==> src/rtl/ring_osc_trim_cal.sv <==
// ring_osc_trim_cal: closed-loop trim calibration for a ring oscillator.
// Resets the oscillator, lets it settle, counts divided-clock edges over a
// window, and walks a thermometer trim code until the count is in tolerance.
// Optional continuous tracking after lock: define RING_OSC_CAL_TRACK_EN.
module ring_osc_trim_cal #(
    parameter int RST_CYC    = 16,
    parameter int SETTLE_CYC = 64,
    parameter int MAX_ITER   = 32
) (
    input  logic        clk,
    input  logic        reset,
    input  logic        start,
    input  logic        osc_div,
    input  logic [4:0]  init_code,
    input  logic [15:0] window,
    input  logic [15:0] target,
    input  logic [7:0]  tol,
    output logic [25:0] trim,
    output logic [4:0]  trim_code,
    output logic        osc_reset,
    output logic        busy,
    output logic        locked,
    output logic        fail,
    output logic [15:0] meas_count
);

    typedef enum logic [2:0] {
        S_IDLE, S_OSCRST, S_SETTLE, S_MEASURE, S_ADJUST, S_LOCK, S_FAIL
    } state_t;

    state_t      state;
    logic [15:0] cnt;
    logic [15:0] edge_cnt;
    logic [7:0]  iter;
    logic [15:0] win_r, tgt_r;
    logic [7:0]  tol_r;
    logic        s1, s2, s3;

    // Code n lights the n low bits of the trim bus (both 13-bit halves fill in order).
    function automatic logic [25:0] therm(input logic [4:0] code);
        logic [25:0] t;
        for (int i = 0; i < 26; i++) t[i] = (i < int'(code));
        return t;
    endfunction

    // osc_div is asynchronous: two flops to resolve metastability, third for edge detect.
    always_ff @(posedge clk) begin
        if (reset) begin
            s1 <= 1'b0;
            s2 <= 1'b0;
            s3 <= 1'b0;
        end else begin
            s1 <= osc_div;
            s2 <= s1;
            s3 <= s2;
        end
    end

    logic        osc_edge;
    logic [15:0] next_edge;
    logic [16:0] hi_lim;
    logic [15:0] lo_lim;
    logic        too_fast, too_slow, iter_hit, can_start;

    assign osc_edge  = s2 & ~s3;
    assign next_edge = (osc_edge && edge_cnt != 16'hFFFF) ? edge_cnt + 16'd1 : edge_cnt;
    // Upper limit kept 17 bits wide so target+tol cannot wrap; lower floored at 0.
    assign hi_lim    = {1'b0, tgt_r} + {9'd0, tol_r};
    assign lo_lim    = (tgt_r > {8'd0, tol_r}) ? tgt_r - {8'd0, tol_r} : 16'd0;
    assign too_fast  = {1'b0, meas_count} > hi_lim;
    assign too_slow  = meas_count < lo_lim;
    assign can_start = start && (state == S_IDLE || state == S_LOCK || state == S_FAIL);
`ifdef RING_OSC_CAL_TRACK_EN
    // Once locked we are tracking drift, where the iteration budget no longer applies.
    assign iter_hit  = (iter == 8'(MAX_ITER)) && !locked;
`else
    assign iter_hit  = (iter == 8'(MAX_ITER));
`endif

    // Calibration sequencer: all outputs are registered here.
    always_ff @(posedge clk) begin
        if (reset) begin
            state      <= S_IDLE;
            trim_code  <= 5'd0;
            trim       <= 26'd0;
            osc_reset  <= 1'b1;
            busy       <= 1'b0;
            locked     <= 1'b0;
            fail       <= 1'b0;
            meas_count <= 16'd0;
            cnt        <= 16'd0;
            edge_cnt   <= 16'd0;
            iter       <= 8'd0;
            win_r      <= 16'd0;
            tgt_r      <= 16'd0;
            tol_r      <= 8'd0;
        end else if (can_start) begin
            state     <= S_OSCRST;
            trim_code <= (init_code > 5'd26) ? 5'd26 : init_code;
            iter      <= 8'd0;
            locked    <= 1'b0;
            fail      <= 1'b0;
            busy      <= 1'b1;
            osc_reset <= 1'b1;
            cnt       <= 16'd0;
            win_r     <= window;
            tgt_r     <= target;
            tol_r     <= tol;
        end else begin
            case (state)
                S_OSCRST: begin
                    if (cnt == 16'(RST_CYC - 1)) begin
                        osc_reset <= 1'b0;
                        trim      <= therm(trim_code);
                        cnt       <= 16'd0;
                        state     <= S_SETTLE;
                    end else begin
                        cnt <= cnt + 16'd1;
                    end
                end
                S_SETTLE: begin
                    if (win_r == 16'd0) begin
                        fail   <= 1'b1;
                        locked <= 1'b0;
                        busy   <= 1'b0;
                        state  <= S_FAIL;
                    end else if (cnt == 16'(SETTLE_CYC - 1)) begin
                        cnt      <= 16'd0;
                        edge_cnt <= 16'd0;
                        state    <= S_MEASURE;
                    end else begin
                        cnt <= cnt + 16'd1;
                    end
                end
                S_MEASURE: begin
                    edge_cnt <= next_edge;
                    if (cnt == win_r - 16'd1) begin
                        meas_count <= next_edge;
                        state      <= S_ADJUST;
                    end else begin
                        cnt <= cnt + 16'd1;
                    end
                end
                S_ADJUST: begin
                    if (too_fast || too_slow) begin
                        if (iter_hit || (too_fast && trim_code == 5'd26) ||
                            (too_slow && trim_code == 5'd0)) begin
                            fail   <= 1'b1;
                            locked <= 1'b0;
                            busy   <= 1'b0;
                            state  <= S_FAIL;
                        end else begin
                            trim_code <= too_fast ? trim_code + 5'd1 : trim_code - 5'd1;
                            trim      <= therm(too_fast ? trim_code + 5'd1 : trim_code - 5'd1);
                            iter      <= iter + 8'd1;
                            cnt       <= 16'd0;
                            state     <= S_SETTLE;
                        end
                    end else begin
                        locked <= 1'b1;
                        busy   <= 1'b0;
                        state  <= S_LOCK;
                    end
                end
`ifdef RING_OSC_CAL_TRACK_EN
                S_LOCK: begin
                    trim  <= therm(trim_code);
                    cnt   <= 16'd0;
                    busy  <= 1'b1;
                    state <= S_SETTLE;
                end
`endif
                default: ;
            endcase
        end
    end

endmodule

==> config.mk <==
export PLATFORM = sky130hd
export DESIGN_NAME = ring_osc_trim_cal
export DESIGN_NICKNAME = d
export VERILOG_FILES = /design/src/rtl/ring_osc_trim_cal.sv
export SDC_FILE = /design/constraint.sdc
export NUM_CORES = 1
export LEC_CHECK = 0
export BUFFER_PORTS_ARGS = -buffer_cell sky130_fd_sc_hd__buf_2
export CAP_MARGIN = 20
export CELL_PAD_IN_SITES_DETAIL_PLACEMENT = 0
export CELL_PAD_IN_SITES_GLOBAL_PLACEMENT = 1
export CORE_MARGIN = 2
export CORE_UTILIZATION = 48
export DETAILED_ROUTE_END_ITERATION = 6
export HOLD_SLACK_MARGIN = 0.15
export PLACE_DENSITY = 0.9
export SYNTH_ARGS = -nofsm -noshare
export SYNTH_HDL_FRONTEND = slang
export SYNTH_SLANG_ARGS = --single-unit
==> constraint.sdc <==
create_clock -name clk -period 12.6 [get_ports clk]
set_input_delay 1.26 -clock clk [delete_from_list [all_inputs] [get_ports clk]]
set_output_delay 1.26 -clock clk [all_outputs]
set_load 0.02 [all_outputs]
# --- After elaboration in Yosys (flattened, before gate mapping) ---
# Cells that the tools add are included.
op_classes:
  addsub: 8
  magnitude_cmp: 56
  n_eq_ne: 29
  mux: 41
  n_bitwise: 4
  reduce_logical: 33
ops:
  columns: ["op", "count"]
  rows:
  - ["2-to-1 mux 16 bit", 10]
  - ["less-than comparator 5 bit, first input constant", 20]
  - ["less-than comparator 4 x 5 -> 1 bit, first input constant", 16]
  - ["2-to-1 mux 26 bit", 3]
  - ["case mux 16 bit (4 select lines)", 1]
  - ["case mux 26 bit (2 select lines)", 1]
  - ["less-than comparator 3 x 5 -> 1 bit, first input constant", 8]
  - ["adder 16 x 1 -> 16 bit, second input constant", 2]
  - ["case mux 16 bit (2 select lines)", 1]
  - ["2-to-1 mux 5 bit", 6]
  - ["less-than comparator 1 x 5 -> 1 bit, first input constant", 4]
  - ["less-than comparator 2 x 5 -> 1 bit, first input constant", 4]
  - ["!= test 2 bit, second input constant", 10]
  - ["2-to-1 mux 3 bit", 6]
  - ["adder 16 x 8 -> 17 bit", 1]
  - ["> comparator 16 x 17 -> 1 bit", 1]
  - ["== test 16 bit", 1]
  - ["== test 16 x 4 -> 1 bit, second input constant", 1]
  - ["== test 16 x 6 -> 1 bit, second input constant", 1]
  - ["> comparator 16 x 8 -> 1 bit", 1]
  - ["zero test 16 bit", 1]
  - ["less-than comparator 16 bit", 1]
  - ["!= test 16 bit, second input constant", 1]
  - ["AND reduction 4 bit", 4]
  - ["other kinds (30)", 66]
word_totals:
  reg_bits: 137
  input_bits: 49
  out_inout_bits: 51
  wordCells: 189

# --- Depth between registers and ports, before layout ---
# Gate-level depths: netlist of run 1.
depth:
  ltp_word: 9
  depth_mapped: 24
  mapped_depth_nobuf: 22

# --- Worst setup path after synthesis of run 1 ---
# OpenSTA, ideal clock, no wires.
synth_timing:
  path_type: "flip-flop to flip-flop"
  startpoint: "register tol_r[7]"
  endpoint: "register trim[14]"
  setup_ns: 0.088
  arrival_ns: 4.763
  t_required_ns: 12.512
  path_slack_ns: 7.749
  stages_incl_launch_ff: 22
  n_path_buf: 3
  period_less_slack_ns: 4.851
  cell_sequence: "dfxtp_1 > inv_1 > ha_1 > clkbuf_1 > nand4_1 > nor2_1 > nor3_1 > o21ai_1 > inv_1 > o41a_1 > ha_1 > nand4_1 > nor4_1 > o21ai_0 > nor4b_4 > o31ai_1 > nor4_4 > nand2b_1 > buf_6 > buf_6 > nor2_1 > a311oi_2"
synth_via:
  elab_chain_cells: 7
  elab_cells_between_ends: 19
  cone_classes: "add/sub: 2; order compare: 4; eq/ne: 2; mux: 5; reduce/logical: 6"
synth_rtl:
  columns: ["item", "line_no", "text"]
  rows:
  - ["from (decl)", "36", "logic [7:0] tol_r;"]
  - ["from (signal assigned)", "108", "tol_r <= tol;"]
  - ["adder 16 x 8 -> 17 bit, or another cell as far along", "68", "assign hi_lim = {1'b0, tgt_r} + {9'd0, tol_r};"]
  - ["> comparator 16 x 17 -> 1 bit / 2-to-1 mux 16 bit (equally long branches)", "70, 69", null]
  - ["2-to-1 mux 5 bit, or another cell as far along", "154", "trim <= therm(too_fast ? trim_code + 5'd1 : trim_code - 5'd1);"]
  - ["less-than comparator 4 x 5 -> 1 bit, or another cell as far along", "42", "for (int i = 0; i < 26; i++) t[i] = (i < int'(code));"]
  - ["2-to-1 mux 26 bit / logical OR 1 bit (equally long branches)", "146", "if (iter_hit || (too_fast && trim_code == 5'd26) ||"]
  - ["2-to-1 mux 26 bit / != test 2 bit (equally long branches)", null, null]
  - ["case mux 26 bit (2 select lines) / AND reduction 5 bit (equally long branches)", null, null]
  - ["to (signal assigned)", "114", "trim <= therm(trim_code);"]
  - ["to (signal assigned)", "154", null]
  - ["to (decl)", "18", "output logic [25:0] trim,"]
# Several ways; a longest one is shown, not always the timed one. The select of a mux whose other input is x is not followed.
# A chain may end at the register's enable or synchronous reset.

# --- Final worst setup path of run 1 ---
layout_timing:
  startpoint: "register tgt_r[0]"
  endpoint: "register trim[5]"
layout_via:
  elab_chain_cells: 7
  elab_cells_between_ends: 19
  cone_classes: "add/sub: 2; order compare: 4; eq/ne: 2; mux: 5; reduce/logical: 6"
layout_rtl:
  columns: ["item", "line_no", "text"]
  rows:
  - ["from (decl)", "35", "logic [15:0] win_r, tgt_r;"]
  - ["from (signal assigned)", "107", "tgt_r <= target;"]
  - ["adder 16 x 8 -> 17 bit, or another cell as far along", "68", null]
  - ["> comparator 16 x 17 -> 1 bit / 2-to-1 mux 16 bit (equally long branches)", "70, 69", null]
  - ["2-to-1 mux 5 bit, or another cell as far along", "154", null]
  - ["less-than comparator 3 x 5 -> 1 bit, or another cell as far along", "42", null]
  - ["2-to-1 mux 26 bit / logical OR 1 bit (equally long branches)", "146", null]
  - ["2-to-1 mux 26 bit / != test 2 bit (equally long branches)", null, null]
  - ["case mux 26 bit (2 select lines) / AND reduction 5 bit (equally long branches)", null, null]
# Several ways; a longest one is shown, not always the timed one. The select of a mux whose other input is x is not followed.

==> impl.org, run 1 <==
** Yosys
- Of the total synthesized cell area, the portion taken by full adders, half adders and majority gates is 0.0822.
- Yosys mapped the design onto 75 distinct sky130hd cell types.
- Fraction of registers with async set/reset :: 0
- Compound-Gate Fraction of Synth Area :: 0.188
- Of the total synthesized cell area, the portion taken by AND, OR, NAND and NOR gates is 0.276.
- Synth Flop Type :: dfxtp_1
- Counting flops and latches in the post-synthesis netlist gives 137.
- Xor/xnor share of the synthesized area :: 0.0678
- In this run the mean area of a mapped cell was 7.62 um^2.
- Measured against the total synthesized area, the mux share comes to 0.0336.
- Number of enable flip-flop cells after synthesis :: 0
- The cell area that synthesis handed to floorplanning was 9170 um^2.
- Post-Synthesis Cells :: between 1k and 1.5k
- By area, the combinational part of the netlist is dominated by simple AND/OR/NAND/NOR gates.
- Number of synthesis warnings :: 0
- The share of the Yosys chip area taken by registers is 0.299.
- The number of nets in the synthesized netlist is 1311.

** Clock network
- TritonCTS built the clock tree.
- Clock edge transition at the registers on the reported setup and hold paths :: 60 ps
- Number of buffers added for setup after CTS :: 0
- The tree is rooted in a clkbuf_16.
- No sink is reached through more buffers than the 2 on the longest clock path.
- Once the clock tree was built, the resizer swapped 0 gates to a different size.
- The tree built by TritonCTS fans out to 137 sinks.
- In this run, CTS created clock tree buffers numbering 17.
- H-tree depth :: 4
- After clock tree synthesis, the flow added hold-fix buffers numbering 0.
- Insertion delay of the later-clocked pin in the worst-skew pair :: around 440 ps

** STA
- In the post-route analysis, the smallest setup slack over all paths is 6160 ps.
- Period utilisation layout :: 0.511
- Setup total negative slack on the finished layout was measured at 0 ps.
- Clock Skews :: 14.7 ps
- Crit path time final :: 6440 ps
- Achievable Freq :: 0.155 GHz
- RSZ-0062 raised after global routing :: no
- Transition at the pin with the smallest max-transition slack :: 944 ps
- The number of max-slew violations in the final report was 0.
- Setup violations remaining at the end of the flow were counted as 0.
- Final Hold Viols :: 0
- Remaining max-slew budget at the tightest pin :: 0.371

** Floorplanning
- In this run the horizontal extent of the chip is ~140 um.
- Number of primary I/O pins :: 100
- The initial utilization of the core area, before any placement, comes to 0.490.
- Total core area :: 18700 um^2
- The die is 142 um tall.
- Number of rows created at floorplan :: 50
- Full die area :: 20200 um^2

** Finish
- The top cell types in the final layout, fill and taps aside, are 160 x nand2_1, 137 x dfxtp_1, 134 x nor2_1.
- Antenna Diode Count :: 0
- Fraction of final layout cells sized beyond drive strength 1 :: 0.130
- Nets :: 1360
- Relative to the synthesized area, the layout overhead comes to 13.4%.
- The library cell used most frequently in the layout, excluding fill and tap cells, is nand2_1.
- Number of non-filler instances in the completed layout :: 1499
- Utilization after layout :: 0.556
- Total of fill cells in the finished design :: approximately 1.8k

** Place
- Detailed placement finished with a half-perimeter wire length of 17.3 mm.
- Prior to clock tree synthesis, the placed netlist has a worst setup slack of 6310 ps.
- Routability-driven placement finished with a final weighted congestion of 0.888.
- Port Buf Inserts :: 99
- The number of placed instances, taps included, is 1465.

** Worst setup path
- For this run, the slowest stage of the critical path takes 800 ps.
- Worst Setup End Kind :: flop
- Setup CP Type :: flop to flop
- Series of cell instances along the critical path :: inv_1, ha_1, inv_1, fa_1, a21o_1, a21oi_1, nor2_1, nor3_1, o21ai_1, inv_1, o41a_1, ha_1, nand4_1, nor4_1, o21ai_0, nor4b_4, o31ai_1, nor4_4, nor2b_1, nor3_1, a311oi_1
- The largest individual stage delay along the critical path comes from the cell nor4_4.
- STA classifies the critical path startpoint as a flop.
- STA puts the critical path data required time at around 13000 ps.
- Of all nets on the critical path, the largest fanout is 15.
- By instance count, the cell type seen most on the critical path is inv_1.
- Critical path arrival :: around 6700 ps

** Run
- # Max-Cap Violations :: 0

** Min path
- Type of the most critical hold path :: flop to flop

** Run status
- Outcome :: complete, no violations

** Power and ir drop
- Power per unit of standard cell area :: 122 nW/um^2
- Static leakage power :: 4.09 nW
- Maximum ir drop on the vdd rail :: 0.101 mV

** Global route
- The initial antenna violation count was 0.
- Global-route usage over all layers :: 0.248
- The first global-routing pass estimated 40.7 mm of wire.
- Pin count of the biggest net entering global routing :: 91
- Vias in the first global route :: roughly 8.2k
- For this run the aggregate overflow at the end of global routing stands at 0.

** Routing
- Detailed Routing Iterations Pass 1 :: 5
- Vias per std cell :: 5.76
- WL/cell :: 16.4 um
- Detail Route Antenna Nets :: 0
- Count of unresolved DRC violations after routing :: 0
- DR iter-0 viols :: around 590
- Wire length reported by the detailed router :: 24.5 mm
- The routed layout has roughly 8.6k vias.
logic make-up after synthesis:
family | after synthesis
adders and majority gates | 59
muxes | 28
and+or+nand+nor | 519
AOI/OAI and AO/OA | 275
buffers and inverters | 114
DFF | 137
xor gates and xnor gates | 71
flip-flops by register name, indices dropped and copies added, names as in the netlist, 5 cells and up:
| register | cells |
|---|---|
| trim | 26 |
| cnt | 16 |
| edge_cnt | 16 |
| meas_count | 16 |
| tgt_r | 16 |
| win_r | 16 |
| iter | 8 |
| tol_r | 8 |
| trim_code | 5 |
metrics by stage:
step	hold WS, ps	area [um^2]	power (mW)
finish	472	10400	1.27
global route	489	10400	1.32
CTS	465	10400	1.27
detailed placement	456	9680	0.682
global placement	450	9680	0.679
floorplan	414	9170	0.627
final timing paths:
check	start	end	slack (ps)	depth (start not counted)
min	trim[4]	trim[4]	470	2
max	tgt_r[0]	trim[5]	6160	21
min reg2reg	trim[4]	trim[4]	470	2
max reg2reg	tgt_r[0]	trim[5]	6160	21
synth_stat cells, drive strengths merged, types with 17 or more instances:
master / count / area share
nand2: 160 / 0.066
dfxtp: 137 / 0.30
nor2: 134 / 0.055
a21oi: 114 / 0.063
o21ai: 59 / 0.032
clkbuf: 58 / 0.024
ha: 57 / 0.078
xnor2: 43 / 0.041
nand3: 38 / 0.021
nor3: 37 / 0.020
inv: 36 / 0.015
nand4: 29 / 0.020
xor2: 28 / 0.027
mux2i: 24 / 0.026
buf: 20 / 0.014
nor4: 20 / 0.017
o31ai: 19 / 0.016
nor2b: 17 / 0.012
critical path, delay by kind of cell, from the launching register on:
kind                     cells  cell delay, ps
AO/OA/AOI/OAI                7            1800
AND/OR/NAND/NOR              8            3100
buffers and inverters        3             330
adder cells (fa/ha/maj)      3             720
flip-flops                   1             340
where the power goes:
group	internal, mW	leakage, nW	switching, mW
sequential	0.443	1.11	0.0187
clock	0.379	0.334	0.209
combinational	0.0843	2.65	0.133
layout make-up:
type                       instances  area, um^2  share of cell area
timing repair buffer             108         583              0.0561
clock buffer                      19         443              0.0426
sequential                       137        2740               0.264
multi-input combinational        952        5960               0.573
inverter                          36         135              0.0130
clock inverter                    13         240              0.0231
tap                              234         293              0.0282
metal layers:
metal,wire [um],track usage,up-vias
li1,-,-,4361
met1,11600,0.330,3991
met2,11300,0.401,237
met3,1110,0.0471,41
met4,540,0.0905,0
met5,0,0,-
(Power assumes the default switching activity.)
==> run 2, diff against run 1 <==
--- a/config.mk
+++ b/config.mk
@@ -10,10 +10,10 @@
 export CELL_PAD_IN_SITES_DETAIL_PLACEMENT = 0
 export CELL_PAD_IN_SITES_GLOBAL_PLACEMENT = 1
 export CORE_MARGIN = 2
-export CORE_UTILIZATION = 48
+export CORE_UTILIZATION = 40
 export DETAILED_ROUTE_END_ITERATION = 6
 export HOLD_SLACK_MARGIN = 0.15
-export PLACE_DENSITY = 0.9
+export PLACE_DENSITY = 0.81
 export SYNTH_ARGS = -nofsm -noshare
 export SYNTH_HDL_FRONTEND = slang
 export SYNTH_SLANG_ARGS = --single-unit
==> constraint.sdc (replaced) <==
create_clock -name clk -period 5.3 [get_ports clk]
set_input_delay 0.53 -clock clk [delete_from_list [all_inputs] [get_ports clk]]
set_output_delay 0.53 -clock clk [all_outputs]
set_load 0.02 [all_outputs]
==> run 2 against run 1 <==
Against the previous run:
- sequential share of layout area fell by 0.31 points
- count of clock-buffer cells in the layout rose by 1
- flip-flop and latch count did not move
- critical path depth rose by 2
- total power rose by 120%
==> impl.org, run 2 (synthesis results as in run 1) <==
** Clock network
- The hold buffer count at cts was 0 (unchanged).
- Insertion delay of the later-clocked pin in the worst-skew pair :: 440 ps (about the same)
- CTS buffer count :: 17 (unchanged)
- CTS tree :: built
- Buffer depth of the longest clock path :: 2 (unchanged)
- Clock edge transition at the registers on the reported setup and hold paths :: 70 ps (about the same)
- H-tree depth :: 4 (unchanged)
- The number of sinks driven by the clock tree was 137 (unchanged).
- Root buffer cell :: clkbuf_16

** Min path
- The min-delay analysis places its worst path in the category input port to flop.
- In this run the most critical hold path is launched from target[8].

** Finish
- The share of post-route cells with drive strength above 1 was 0.151 (+0.0202).
- More flip-flops sit in one register than any other, and that register is trim.
- Top library cells by usage in the layout, fill and taps aside :: 160 x nand2_1, 137 x dfxtp_1, 133 x nor2_1
- Antenna Diode Count :: 0 (unchanged)
- The area of all sequential standard cells came to 2740 um^2 (unchanged).
- The number of flip-flops under the largest register name came to 26 (unchanged).
- Relative area change from synthesis to final layout :: 14.7%
- The final instance count without filler cells is 1566 (+4.5%).
- Area of the multi-input gates :: 6020 um^2 (+1.1%)
- The share of the core filled with cells in the final layout came to 0.466 (-0.0897).
- Most frequent standard cell in the layout excluding fill and tap cells :: nand2_1
- The post-route cell area was 10500 um^2 (+1.2%).
- Total of fill cells in the finished design :: 2292 (+28%)
- The number of nets in the final layout was 1376 (+1.2%).

** Place
- Placement Cell Area :: 9870 um^2 (+2.0%)
- The number of placed instances, taps included was 1532 (+4.6%).
- Port Buf Inserts :: 99 (unchanged)
- Placed wire-length estimate :: 17.9 mm (+3.3%)
- Gpl congestion :: 0.864 (-2.7%)

** STA
- Period utilisation layout :: 0.943 (+0.432)
- Transition at the pin with the smallest max-transition slack :: 1090 ps (+144 ps)
- Final setup violation count :: 0 (unchanged)
- The number of max-slew violations in the final report came to 0 (unchanged).
- The clock skew after layout came to 15.1 ps (+0.450 ps).
- The final-report hold violation count came to 0 (unchanged).
- Crit path time final :: 5000 ps (-1440 ps)
- The maximum clock frequency is 0.200 GHz (+29%).
- Setup repair after global routing could not meet its margin everywhere.
- Remaining max-slew budget at the tightest pin :: 0.274 (-0.0963)
- The aggregate negative setup slack was 0 ps (unchanged).

** Global route
- Residual overflow from global routing :: 0 (unchanged)
- The wire length of the first global-routing pass was 41.1 mm (+0.97%).
- Global-route usage over all layers :: 0.208 (-0.0398)
- The via count of the first global-routing pass came to 7987 (-2.9%).
- Pin count of the biggest net entering global routing :: 71 (-22%)
- Number of antenna violations at the first check in global routing :: 0 (unchanged)

** Worst setup path
- Category of cells accounting for the largest share of critical-path delay :: compound AO/OA/AOI/OAI gates
- Walking the worst path, the cells encountered are inv_1, ha_1, inv_1, fa_1, a21o_1, a21oi_2, nor2_2, nor3_2, buf_4, o21ai_1, inv_1, o41a_1, ha_1, nand4_1, nor4_2, o21ai_1, nor4b_4, o31ai_2, nor4_4, buf_4, o21ai_0, xor2_1, a211oi_1.
- Critical path buffer and inverter count :: 5 (+2)
- Cell occurring most often along the worst timing path :: inv_1
- The worst register-to-register path ends at trim_code[4].
- Startpoint class of the critical path :: flop
- The required time of the critical path came to 5650 ps (-7240 ps).
- The worst-case register-to-register setup slack is 300 ps (-5860 ps).
- In this run the critical register-to-register path is launched from tgt_r[0].
- STA classifies the critical path endpoint as a flop.
- The worst setup path is of the flop to flop kind.
- Critical path fanouts, max :: 13 (-2)
- The worst-case reg-to-reg path depth is 23 (+9.5%).
- The critical path depth was 23 (+9.5%).
- On the critical path, the stage with the largest delay is an instance of o41a_1.
- Peak per-stage delay on the critical path :: 440 ps (-360 ps)
- Critical path arrival :: 5350 ps (-1380 ps)
- Tracing the worst setup path back leads to its startpoint at tgt_r[0].
- In this run the worst setup path terminates at trim_code[4].

** Power and ir drop
- The leakage dissipation was 4.12 nW (+0.57%).
- The worst ir drop on vdd was 0.155 mV (+54%).
- Power per unit of standard cell area :: 267 nW/um^2 (+120%)
- Final Power :: 2.81 mW (+120%)

** Floorplanning
- Chip Height :: 155 um (+9.3%)
- Number of primary I/O pins :: 100 (unchanged)
- The die area is 24100 um^2 (+19%).
- Total core area :: 22600 um^2 (+21%)
- Number of rows created at floorplan :: 55 (+10%)
- Initial Util :: 0.406 (-0.0839)
- The die span in x was 155 um (+9.3%).

** Routing
- Detailed Routing Iterations Pass 1 :: 5 (unchanged)
- The post-route DRC violation count came to 0 (unchanged).
- Detail Route Antenna Nets :: 0 (unchanged)
- WL/cell :: 16.1 um (-1.8%)
- DR iter-0 viols :: 686 (+17%)
- Vias per std cell :: 5.53 (-4.0%)
- DR vias :: 8658 (+0.32%)
- The post-detailed-routing wire length came to 25.2 mm (+2.6%).

** Run status
- Outcome :: complete, no violations

** Run
- # Max-Cap Violations :: 0 (unchanged)
run 2: metrics by stage:
step	setup WS, ps	hold slack, ps
finish	301	328
global route	-37.7	331
detailed placement	-56.9	422
CTS	26.3	319
global placement	198	423
floorplan	449	414
run 2: area by class of cell:
cell class / count / area share
clock buffer: 20 / 0.0425
clock inverter: 12 / 0.0109
inverter: 36 / 0.0129
multi-input combinational: 952 / 0.573
sequential: 137 / 0.261
tap: 285 / 0.0339
timing repair buffer: 124 / 0.0664
run 2: what timing repair did:
item | in CTS | in global routing
setup buffers | 0 | 2
endpoints found under the setup margin | 15 | 60
pin swaps | 0 | 4
gates resized for setup | 2 | 19
gates cloned | 0 | 0
run 2: worst min-delay path by stage:
stage	to	depth (start not counted)	slack, ps
3_3_place_gp	s2	1	420
6_report	tgt_r[8]	3	330
2_1_floorplan	s2	1	410
5_1_grt	tgt_r[2]	3	330
3_5_place_dp	s2	1	420
4_1_cts	tol_r[5]	3	320
run 2: tightest hold or removal path, delay by kind of cell:
kind / cells / cell delay [ps]
AO/OA/AOI/OAI: 1 / 50
buffers and inverters: 1 / 100
AND/OR/NAND/NOR: 1 / 50
run 2: power breakdown:
| part | internal, mW | switching [mW] |
|---|---|---|
| registers | 1.05 | 0.0433 |
| clock network | 0.665 | 0.494 |
| logic | 0.218 | 0.333 |
run 2: routing by layer:
layer	up-vias	track usage	share of wire
met1	4024	0.290	0.48
met4	0	0.0572	0.016
met2	202	0.337	0.46
li1	4400	-	-
met5	-	0	0
met3	32	0.0304	0.038
==> run 3, diff against run 2 <==
--- a/config.mk
+++ b/config.mk
@@ -5,7 +5,7 @@
 export SDC_FILE = /design/constraint.sdc
 export NUM_CORES = 1
 export LEC_CHECK = 0
-export BUFFER_PORTS_ARGS = -buffer_cell sky130_fd_sc_hd__buf_2
+export BUFFER_PORTS_ARGS = -buffer_cell sky130_fd_sc_hd__buf_4
 export CAP_MARGIN = 20
 export CELL_PAD_IN_SITES_DETAIL_PLACEMENT = 0
 export CELL_PAD_IN_SITES_GLOBAL_PLACEMENT = 1
==> run 3 against run 2 <==
Against the previous run:
- sequential share of layout area fell by 0.84 points
- count of clock-buffer cells in the layout fell by 1
- first-iteration DRC count fell by 23%
- register-to-register slack barely moved
- combinational power rose by 3%
- critical path type unchanged
- critical endpoint is now trim[12]
==> impl.org, run 3 (synthesis results as in run 1) <==
** STA
- Achievable Freq :: 0.199 GHz (-0.28%)
- Setup repair after global routing left no endpoint under its margin.
- The number of max-slew violations in the final report is 0 (unchanged).
- The shortest period the worst path allows was 5010 ps (+13.9 ps).
- The final setup violation count was 0 (unchanged).
- The relative slew slack came to 0.384 (+0.109).
- The part of the cycle the worst path needs came to 0.946 (+0.00262).
- The transition time at the pin with the least slew margin was 916 ps (-172 ps).
- Final Hold Viols :: 0 (unchanged)
- PnR worst setup slack :: 287 ps (-13.9 ps)
- Clock Skews :: 14.0 ps (-1.15 ps)

** Global route
- The wire length of the first global-routing pass came to 41.4 mm (+0.72%).
- The pin count of the biggest net entering global routing is 58 (-18%).
- The remaining global-route overflow was 0 (unchanged).
- Global-route usage over all layers :: 0.210 (+0.00176)
- The via count of the first global-routing pass was 8232 (+3.1%).
- The initial antenna violation count is 0 (unchanged).

** Power and ir drop
- The worst ir drop on vdd is 0.148 mV (-4.8%).
- The leakage dissipation was 4.22 nW (+2.5%).
- The cell area power density is 264 nW/um^2 (-1.2%).
- The final total power is 2.86 mW (+2.1%).

** Clock network
- The maximum count of clock buffers along a single path was 2 (unchanged).
- The total CTS buffers is 17 (unchanged).
- Number of buffers inserted by hold repair at cts :: 0 (unchanged)
- The tree is rooted in a clkbuf_16.
- TritonCTS built the clock tree.
- Insertion delay of the later-clocked pin in the worst-skew pair :: 430 ps (about the same)
- The number of sinks driven by the clock tree is 137 (unchanged).
- Clock edge transition at the registers on the reported setup and hold paths :: 70 ps (about the same)
- H-tree depth :: 4 (unchanged)

** Place
- The cell area reported after detailed placement came to 10200 um^2 (+3.0%).
- The final weighted congestion in routability-driven placement came to 0.848 (-1.9%).
- Placed wire-length estimate :: 18.1 mm (+1.2%)
- Port Buf Inserts :: 99 (unchanged)
- The pre-CTS worst setup slack came to -64.4 ps (-7.54 ps).

** Worst setup path
- Critical path fanouts, max :: 8 (-5)
- Worst endpoint required time :: 5620 ps (-30 ps)
- Critical path arrival :: 5340 ps (about the same)
- The worst setup path is launched from a flop.
- Setup CP Type :: flop to flop
- STA classifies the critical path endpoint as a flop.

** Floorplanning
- The die span in y came to 155 um (unchanged).
- The die area came to 24100 um^2 (unchanged).
- The die span in x came to 155 um (unchanged).
- Initial Util :: 0.406 (unchanged)
- Total core area :: 22600 um^2 (unchanged)
- The number of placement rows came to 55 (unchanged).
- Number of primary I/O pins :: 100 (unchanged)

** Finish
- Most frequent standard cell in the layout excluding fill and tap cells :: nand2_1
- Number of flip-flops in the largest register :: 26 (unchanged)
- The total inserted antenna cells is 0 (unchanged).
- The share of post-route cells with drive strength above 1 is 0.158 (+0.00748).
- The library cells used most frequently in the layout, excluding fill and tap cells, are 160 x nand2_1, 137 x dfxtp_1, 132 x nor2_1.
- Relative area change from synthesis to final layout :: 18.5%
- The post-route cell area is 10900 um^2 (+3.3%).
- The number of nets in the final layout came to 1385 (+0.65%).
- Reg with most FFs :: trim

** Routing
- DR iter-0 viols :: 526 (-23%)
- Top layer reached by signal wires :: met4
- WL/cell :: 15.9 um (-1.4%)
- Detailed Routing Iterations Pass 1 :: 5 (unchanged)
- The post-route DRC violation count was 0 (unchanged).
- The met1 wire length was 12.1 mm (-0.98%).
- Wire length reported by the detailed router :: 25.0 mm (-0.84%)
- DR vias :: 8641 (-0.20%)
- Vias per std cell :: 5.49 (-0.77%)
- Sum of met3 wire segment lengths after detailed routing :: 863 um (-9.0%)
- The number of nets with antenna violations after detailed routing is 0 (unchanged).
- The wire length on met2 came to 11.6 mm (-0.15%).

** Min path
- The path class of the tightest hold or removal check is input port to flop.

** Run status
- The flow ran to the end, and the final reports show no timing, DRC or antenna violations.

** Run
- The max-cap violation count is 0 (unchanged).
-- run 3: path summary, 6_finish.rpt --
path / slack [ps] / from / cells past startpoint / end
setup / recovery: 290 / tgt_r[0] / 24 / trim[12]
hold / removal: 340 / target[10] / 3 / tgt_r[10]
setup reg to reg: 290 / tgt_r[0] / 24 / trim[12]
hold reg to reg: 450 / s1 / 1 / s2
-- run 3: what timing repair did --
action	CTS	global route
resized for setup	2	21
endpoints found under the setup margin	15	57
cloned	0	0
pin swaps	0	6
setup buffers	0	3
-- run 3: routing by layer --
metal  track usage  vias to the layer above
met1         0.283                     4020
met2         0.343                      170
met5             0                        -
met4        0.0564                        0
met3        0.0421                       38
li1              -                     4413
-- run 3: layout make-up --
| type | instances | area, um^2 |
|---|---|---|
| well taps | 285 | 357 |
| fillers | 2248 | 11700 |
| flip-flops and latches | 137 | 2740 |
| repair buffers | 133 | 1020 |
| clock inverters | 13 | 145 |
| inverters | 36 | 135 |
| multi-input cells | 952 | 6020 |
| clock buffers | 19 | 443 |
-- run 3: power breakdown --
part	switching (mW)	internal [mW]	total [mW]	leakage, nW
sequential	0.0432	1.05	1.10	1.11
clock	0.490	0.711	1.20	0.292
combinational	0.329	0.239	0.568	2.82
total	0.862	2.00	2.86	4.22
-- run 3: stage by stage --
stage	setup TNS, ps	hold WS [ps]	utilization	instances
floorplan	0	414	-	1203
global placement	0	445	0.451	1539
detailed placement	-614	436	0.451	1539
CTS	0	330	0.477	1571
global route	0	334	0.481	1575
finish	0	343	0.481	1575
-- run 3: critical path, cell delays in order (launching register included) --
cell and delay [ps]:
dfxtp_1 330, inv_1 60, ha_1 160, inv_1 60
fa_1 410, a21o_1 190, a21oi_1 230, nor2_2 70
nor3_2 210, buf_4 150, o21ai_1 90, inv_1 150
nor2_1 60, mux2i_1 170, ha_1 290, a211oi_1 290
o211ai_1 150, o2111ai_1 150, nand3_1 220, o31ai_1 620
nor4_4 80, nor2b_2 250, buf_4 200, a211oi_1 50
nor4_1 250
